## src/rtl/cpu_controller_pkg.sv

```systemverilog
// cpu_controller_pkg: word widths, opcode and phase constants, and the strobe bundle shared by the controller.
package cpu_controller_pkg;
  localparam int DATA_WIDTH = 8;
  localparam int ADDR_WIDTH = 5;
  localparam int OPCODE_WIDTH = DATA_WIDTH - ADDR_WIDTH;
  localparam logic [OPCODE_WIDTH-1:0] OP_HLT = 3'd0;
  localparam logic [OPCODE_WIDTH-1:0] OP_SKZ = 3'd1;
  localparam logic [OPCODE_WIDTH-1:0] OP_ADD = 3'd2;
  localparam logic [OPCODE_WIDTH-1:0] OP_AND = 3'd3;
  localparam logic [OPCODE_WIDTH-1:0] OP_XOR = 3'd4;
  localparam logic [OPCODE_WIDTH-1:0] OP_LDA = 3'd5;
  localparam logic [OPCODE_WIDTH-1:0] OP_STO = 3'd6;
  localparam logic [OPCODE_WIDTH-1:0] OP_JMP = 3'd7;
  typedef enum logic [2:0] {
    PH_INST_ADDR  = 3'd0,
    PH_INST_FETCH = 3'd1,
    PH_INST_LOAD  = 3'd2,
    PH_IDLE       = 3'd3,
    PH_OP_ADDR    = 3'd4,
    PH_OP_FETCH   = 3'd5,
    PH_ALU_OP     = 3'd6,
    PH_STORE      = 3'd7
  } phase_e;
  typedef struct packed {
    logic sel;
    logic rd;
    logic ld_ir;
    logic ld_ac;
    logic ld_pc;
    logic inc_pc;
    logic wr;
    logic data_e;
    logic halt;
  } strobes_t;
endpackage

```

## src/rtl/cpu_controller_ctrl_decode.sv

```systemverilog
// cpu_controller_ctrl_decode: pure table from (phase, opcode, zero) to the datapath strobes.
// Opcode terms are always ANDed with an execute-phase term, so fetch-phase garbage on opcode cannot leak.
module cpu_controller_ctrl_decode
  import cpu_controller_pkg::*;
(
  input  phase_e                  i_phase,
  input  logic [OPCODE_WIDTH-1:0] i_opcode,
  input  logic                    i_zero,
  output strobes_t                o_strobes
);
  logic w_exec, w_late, w_aluop, w_hlt, w_skz, w_sto, w_jmp;
  assign w_exec  = i_phase[2];
  assign w_late  = i_phase == PH_ALU_OP || i_phase == PH_STORE;
  assign w_aluop = w_exec && (i_opcode == OP_ADD || i_opcode == OP_AND ||
                              i_opcode == OP_XOR || i_opcode == OP_LDA);
  assign w_hlt   = w_exec && i_opcode == OP_HLT;
  assign w_skz   = w_exec && i_opcode == OP_SKZ;
  assign w_sto   = w_exec && i_opcode == OP_STO;
  assign w_jmp   = w_exec && i_opcode == OP_JMP;
  assign o_strobes.sel    = !w_exec;
  assign o_strobes.rd     = (i_phase inside {PH_INST_FETCH, PH_INST_LOAD, PH_IDLE}) ||
                            (i_phase != PH_OP_ADDR && w_aluop);
  assign o_strobes.ld_ir  = i_phase == PH_INST_LOAD || i_phase == PH_IDLE;
  assign o_strobes.ld_ac  = i_phase == PH_STORE && w_aluop;
  assign o_strobes.ld_pc  = w_late && w_jmp;
  assign o_strobes.inc_pc = (i_phase == PH_OP_ADDR && w_exec && !w_hlt) ||
                            (i_phase == PH_ALU_OP && w_skz && i_zero);
  assign o_strobes.wr     = i_phase == PH_STORE && w_sto;
  assign o_strobes.data_e = w_late && w_sto;
  assign o_strobes.halt   = i_phase == PH_OP_ADDR && w_hlt;
endmodule

```

## src/rtl/cpu_controller.sv

```systemverilog
// cpu_controller: eight-phase instruction sequencer with a sticky halt latch.
// Outputs are combinational decodes of phase/opcode/zero, forced to halt-only once halted.
module cpu_controller
  import cpu_controller_pkg::*;
(
  input  logic                    clk,
  input  logic                    rst,
  input  logic [OPCODE_WIDTH-1:0] i_opcode,
  input  logic                    i_zero,
  output logic                    o_sel,
  output logic                    o_rd,
  output logic                    o_ld_ir,
  output logic                    o_ld_ac,
  output logic                    o_ld_pc,
  output logic                    o_inc_pc,
  output logic                    o_wr,
  output logic                    o_data_e,
  output logic                    o_halt,
  output logic [2:0]              o_phase
);
  phase_e   r_phase;
  logic     r_halted;
  strobes_t w_dec, w_out;
  cpu_controller_ctrl_decode u_decode (
    .i_phase   (r_phase),
    .i_opcode  (i_opcode),
    .i_zero    (i_zero),
    .o_strobes (w_dec)
  );
  // The decoder's halt strobe doubles as the latch set and the counter freeze.
  always_ff @(posedge clk or posedge rst) begin
    if (rst) begin
      r_phase  <= PH_INST_ADDR;
      r_halted <= 1'b0;
    end else if (!r_halted) begin
      if (w_dec.halt) r_halted <= 1'b1;
      else r_phase <= phase_e'(r_phase + 3'd1);
    end
  end
  assign w_out    = r_halted ? '{halt: 1'b1, default: 1'b0} : w_dec;
  assign o_sel    = w_out.sel;
  assign o_rd     = w_out.rd;
  assign o_ld_ir  = w_out.ld_ir;
  assign o_ld_ac  = w_out.ld_ac;
  assign o_ld_pc  = w_out.ld_pc;
  assign o_inc_pc = w_out.inc_pc;
  assign o_wr     = w_out.wr;
  assign o_data_e = w_out.data_e;
  assign o_halt   = w_out.halt;
  assign o_phase  = r_phase;
endmodule

```

## config.mk

```make
export PLATFORM = sky130hd
export DESIGN_NAME = cpu_controller
export DESIGN_NICKNAME = d
export VERILOG_FILES = /design/src/rtl/cpu_controller_pkg.sv /design/src/rtl/cpu_controller_ctrl_decode.sv /design/src/rtl/cpu_controller.sv
export SDC_FILE = /design/constraint.sdc
export NUM_CORES = 1
export LEC_CHECK = 0
export ABC_CLOCK_PERIOD_IN_PS = 1900
export CAP_MARGIN = 0
export CORE_AREA = 2 2 39 41
export DETAILED_ROUTE_END_ITERATION = 12
export DIE_AREA = 0 0 41 43
export PLACE_DENSITY = 0.67
export SYNTH_ARGS = -nofsm -noshare
export SYNTH_HDL_FRONTEND = slang
export SYNTH_SLANG_ARGS = --single-unit
```

## constraint.sdc

```tcl
create_clock -name clk -period 1.9 [get_ports clk]
set_clock_uncertainty 0.05 [all_clocks]
set_input_delay 0.19 -clock clk [delete_from_list [all_inputs] [get_ports clk]]
set_output_delay 0.19 -clock clk [all_outputs]
set_load 0.005 [all_outputs]
```

==> results of run 1 <==
layer usage:
layer / routed length (um) / track usage, % / vias up
met5: 0 / 0 / -
met1: 374 / 12.7 / 185
met3: 59 / 1.57 / 2
met4: 15 / 10.0 / 0
met2: 470 / 21.3 / 15
li1: - / - / 207
how the worst max path moves through the flow:
| stage | cells past startpoint | endpoint | start |
|---|---|---|---|
| 6_report | 6 | o_ld_ir | o_phase[0]$_DFFE_PP0P_ |
| 5_1_grt | 6 | o_ld_ir | o_phase[0]$_DFFE_PP0P_ |
| 4_1_cts | 6 | o_halt | o_phase[0]$_DFFE_PP0P_ |
| 3_5_place_dp | 5 | o_rd | i_opcode[2] |
| 3_3_place_gp | 5 | o_rd | i_opcode[1] |
| 2_1_floorplan | 5 | o_phase[1]$_DFFE_PP0P_ | o_phase[0]$_DFFE_PP0P_ |
logic make-up (layout without fill, tap and decap cells):
kind of cell	Yosys count	count (layout)	synth area share (%)
muxes	1	1	4.11
and+or+nand+nor	12	12	18.8
DFF	4	4	27.4
buffers and inverters	7	39	7.19
AOI/OAI and AO/OA	9	9	17.1
adders and majority gates	6	6	20.5
xor gates and xnor gates	2	2	4.80
flip-flops by register name (all words and copies together), names as in the netlist:
| name | count |
|---|---|
| o_phase | 3 |
| r_halted | 1 |
through the flow:
stage | area [um2] | cells | hold slack, ns | utilization, %
6_report | 696 | 89 | 0.0983 | 50.3
3_3_place_gp | 601 | 80 | 0.335 | 43.4
3_5_place_dp | 601 | 80 | 0.354 | 43.4
5_1_grt | 696 | 89 | 0.123 | 50.3
4_1_cts | 657 | 85 | 0.0957 | 47.5
2_1_floorplan | 365 | 41 | -0.0939 | -
final cells by class:
cell class,count,area [um2],share of cell area (%)
Timing Repair Buffer,29,243,34.9
Sequential cell,4,101,14.6
Clock buffer,3,22.5,3.24
Tap cell,16,20.0,2.88
Inverter,7,26.3,3.78
Multi-Input combinational cell,30,283,40.6
report_power, final:
| group | leakage, nW | switching, W | internal [W] |
|---|---|---|---|
| registers | 0.0457 | 0.0000686 | 0.000135 |
| logic | 0.273 | 0.000281 | 0.000471 |
| clock network | 0.0138 | 0.0000348 | 0.0000706 |
worst max-delay path, stage by stage, from the launching register on:
cell and delay, ns:
sky130_fd_sc_hd__dfrtp_1 0.39, sky130_fd_sc_hd__buf_4 0.14, sky130_fd_sc_hd__ha_2 0.19, sky130_fd_sc_hd__ha_2 0.17
sky130_fd_sc_hd__a21oi_1 0.11, sky130_fd_sc_hd__nor2_1 0.05, sky130_fd_sc_hd__dlygate4sd2_1 0.26
placed cells by master (no fill, tap or decap), types with 2 or more instances in the layout:
| cell type | count |
|---|---|
| sky130_fd_sc_hd__buf_4 | 11 |
| sky130_fd_sc_hd__clkbuf_2 | 4 |
| sky130_fd_sc_hd__clkbuf_4 | 3 |
| sky130_fd_sc_hd__clkdlybuf4s50_1 | 9 |
| sky130_fd_sc_hd__dfrtp_1 | 3 |
| sky130_fd_sc_hd__dlygate4sd2_1 | 3 |
| sky130_fd_sc_hd__ha_2 | 3 |
| sky130_fd_sc_hd__ha_4 | 2 |
| sky130_fd_sc_hd__inv_1 | 5 |
| sky130_fd_sc_hd__inv_2 | 2 |
| sky130_fd_sc_hd__nor2_1 | 4 |
| sky130_fd_sc_hd__nor4_1 | 2 |
| sky130_fd_sc_hd__o21ai_0 | 2 |
| sky130_fd_sc_hd__xnor2_1 | 2 |
repair_timing:
item / 4_1_cts / 5_1_grt
setup endpoints to repair: 8 / 3
cloned: 0 / 0
resized for setup: 15 / 14
pin swaps: 1 / 2
hold buffers: 0 / 0
buffers inserted: 2 / 4
==> results_tabular.tex, run 1 <==
\begin{tabular}{lr}
\hline
Metric & Value \\
\hline
\multicolumn{2}{l}{\textbf{Status}} \\
\quad Run status & complete, no violations \\
\multicolumn{2}{l}{\textbf{Floorplan}} \\
\quad Die Area & 1760 um2 \\
\quad Die width & 41 um \\
\quad Number of placed I/O pins & 18 \\
\quad Core region area & 1380 um2 \\
\quad Effective utilization at floorplan & 26.4\% \\
\quad Die Height & 43 um \\
\quad Site row count & 14 \\
\multicolumn{2}{l}{\textbf{STA}} \\
\quad Post-Route Setup TNS & 0 ns \\
\quad Achievable frequency & 0.559 GHz \\
\quad Final hold violations & 0 \\
\quad Clock period minus final worst setup slack & 1.79 ns \\
\quad Relative max-transition margin & 83.9\% \\
\quad Worst slew pin tran & 0.239 ns \\
\quad Total count of max-transition violations in the final report & 0 \\
\quad Share of the cycle needed by the critical path after routing & 94.2\% \\
\quad Final worst slack & 0.111 ns \\
\quad Final setup violation count & 0 \\
\quad RSZ-0062 raised after global routing & false \\
\multicolumn{2}{l}{\textbf{Final layout}} \\
\quad Layout filler cell count & 148 \\
\quad NumNets Final & 87 \\
\quad Share of layout cells above drive strength 1 & 43.8\% \\
\quad Syn-to-layout area delta & 90.4\% \\
\quad Number of diodes & 0 \\
\multicolumn{2}{l}{\textbf{Yosys}} \\
\quad Syn. warnings & 0 \\
\quad Post-synth top area share & 27.4\% \\
\quad Mean area per synthesized cell & 8.91 um2 \\
\quad Most common cell in the netlist & sky130\_fd\_sc\_hd\_\_inv\_1 \\
\quad Top cells by instance count after synthesis & 7 x sky130\_fd\_sc\_hd\_\_inv\_1, 6 x sky130\_fd\_sc\_hd\_\_ha\_1, 5 x sky130\_fd\_sc\_hd\_\_nor2\_1, 4 x sky130\_fd\_sc\_hd\_\_dfrtp\_1 \\
\quad Post-Syn Area & 365 um2 \\
\quad Net count of the mapped netlist & 53 \\
\quad FFs w/ async S/R, synth & 100\% \\
\quad Post-synthesis sequential element count & 4 \\
\quad Synth area leaders & sky130\_fd\_sc\_hd\_\_dfrtp\_1 27\%, sky130\_fd\_sc\_hd\_\_ha\_1 21\%, sky130\_fd\_sc\_hd\_\_inv\_1 7.2\% \\
\quad Synthesized instance count & 41 \\
\quad Main flop type after synthesis & sky130\_fd\_sc\_hd\_\_dfrtp\_1 \\
\quad Sequential element share of the synthesized area & 27.4\% \\
\quad Count of flip-flops with a built-in enable after synthesis & 0 \\
\quad Number of distinct library cells after synthesis & 20 \\
\quad Cell type with the highest aggregate area in the netlist & sky130\_fd\_sc\_hd\_\_dfrtp\_1 \\
\multicolumn{2}{l}{\textbf{Power}} \\
\quad Overall power after layout & 0.00106 W \\
\quad Pwr Density & 1530 nW/um2 \\
\quad Peak supply drop & 0.000715 V \\
\quad Static leakage & 0.333 nW \\
\multicolumn{2}{l}{\textbf{Global route}} \\
\quad Largest net degree at the start of global routing & 10 \\
\quad Wire length of the first global-routing pass & 1.45 mm \\
\quad Global-route usage over all layers & 12.6\% \\
\quad Total gr overflow & 0 \\
\quad Number of global-route vias before repair & 363 \\
\quad Number of antenna violations at the first check in global routing & 0 \\
\multicolumn{2}{l}{\textbf{Routing}} \\
\quad Routed wire per std cell & 10.3 um \\
\quad Number of search-and-repair iterations in the first detailed-routing pass & 1 \\
\quad Ratio of routed vias to standard cells & 4.60 \\
\quad Vias after detailed routing & 409 \\
\quad Total wire length & 919 um \\
\quad DRC violation total after the first TritonRoute iteration & 0 \\
\quad Routed Antenna Nets & 0 \\
\quad Residual DRC count & 0 \\
\multicolumn{2}{l}{\textbf{Setup path}} \\
\quad Arrival time worst endpoint & 1.55 ns \\
\quad CP Max Fanout & 3 \\
\quad Number of cells traversed by the worst register-to-register path & 6 \\
\quad Required time worst endpoint & 1.66 ns \\
\quad Worst setup slack for register-to-register paths & 0.32 ns \\
\quad Type of origin of the critical path & flip-flop \\
\quad Critical Setup Path Class & reg2out \\
\quad Startpoint of the most critical register-to-register path & o\_phase[0]\$\_DFFE\_PP0P\_ \\
\quad Endpoint type of the worst setup path & output port \\
\quad Endpoint of the lowest-slack register-to-register path & o\_phase[1]\$\_DFFE\_PP0P\_ \\
\multicolumn{2}{l}{\textbf{Clock network}} \\
\quad Maximum clock path buffer count & 2 \\
\quad Clock root buffer master & sky130\_fd\_sc\_hd\_\_clkbuf\_4 \\
\quad Insertion delay of the later-clocked pin in the worst-skew pair & 0.24 ns \\
\quad Clock buffers created by TritonCTS & 3 \\
\quad H-Tree Level Count & 1 \\
\quad Clock-pin slew reported for the worst setup and hold paths after clock tree synthesis & 0.04 ns \\
\quad Clock tree from TritonCTS & done \\
\quad Clk sink count & 4 \\
\multicolumn{2}{l}{\textbf{Placement}} \\
\quad \# port buffers & 17 \\
\quad Post-detailed-placement half-perimeter wirelength & 711 um \\
\quad GPL Wtd Cong & 0.682 \\
\quad Pre-CTS setup slack & -0.0838 ns \\
\multicolumn{2}{l}{\textbf{Flow run}} \\
\quad Max-cap violation count & 0 \\
\multicolumn{2}{l}{\textbf{Min path}} \\
\quad Worst hold path class & in2async \\
\hline
\end{tabular}
Note: power is estimated with default switching activity, not from simulation.
==> inputs of run 2 (changes only) <==
--- a/config.mk
+++ b/config.mk
@@ -8,6 +8,7 @@
 export ABC_CLOCK_PERIOD_IN_PS = 1900
 export CAP_MARGIN = 0
 export CORE_AREA = 2 2 39 41
+export CTS_CLUSTER_SIZE = 20
 export DETAILED_ROUTE_END_ITERATION = 12
 export DIE_AREA = 0 0 41 43
 export PLACE_DENSITY = 0.67
==> results of run 2 <==
No change in the layout: final DEF, timing and power equal those of run 1.
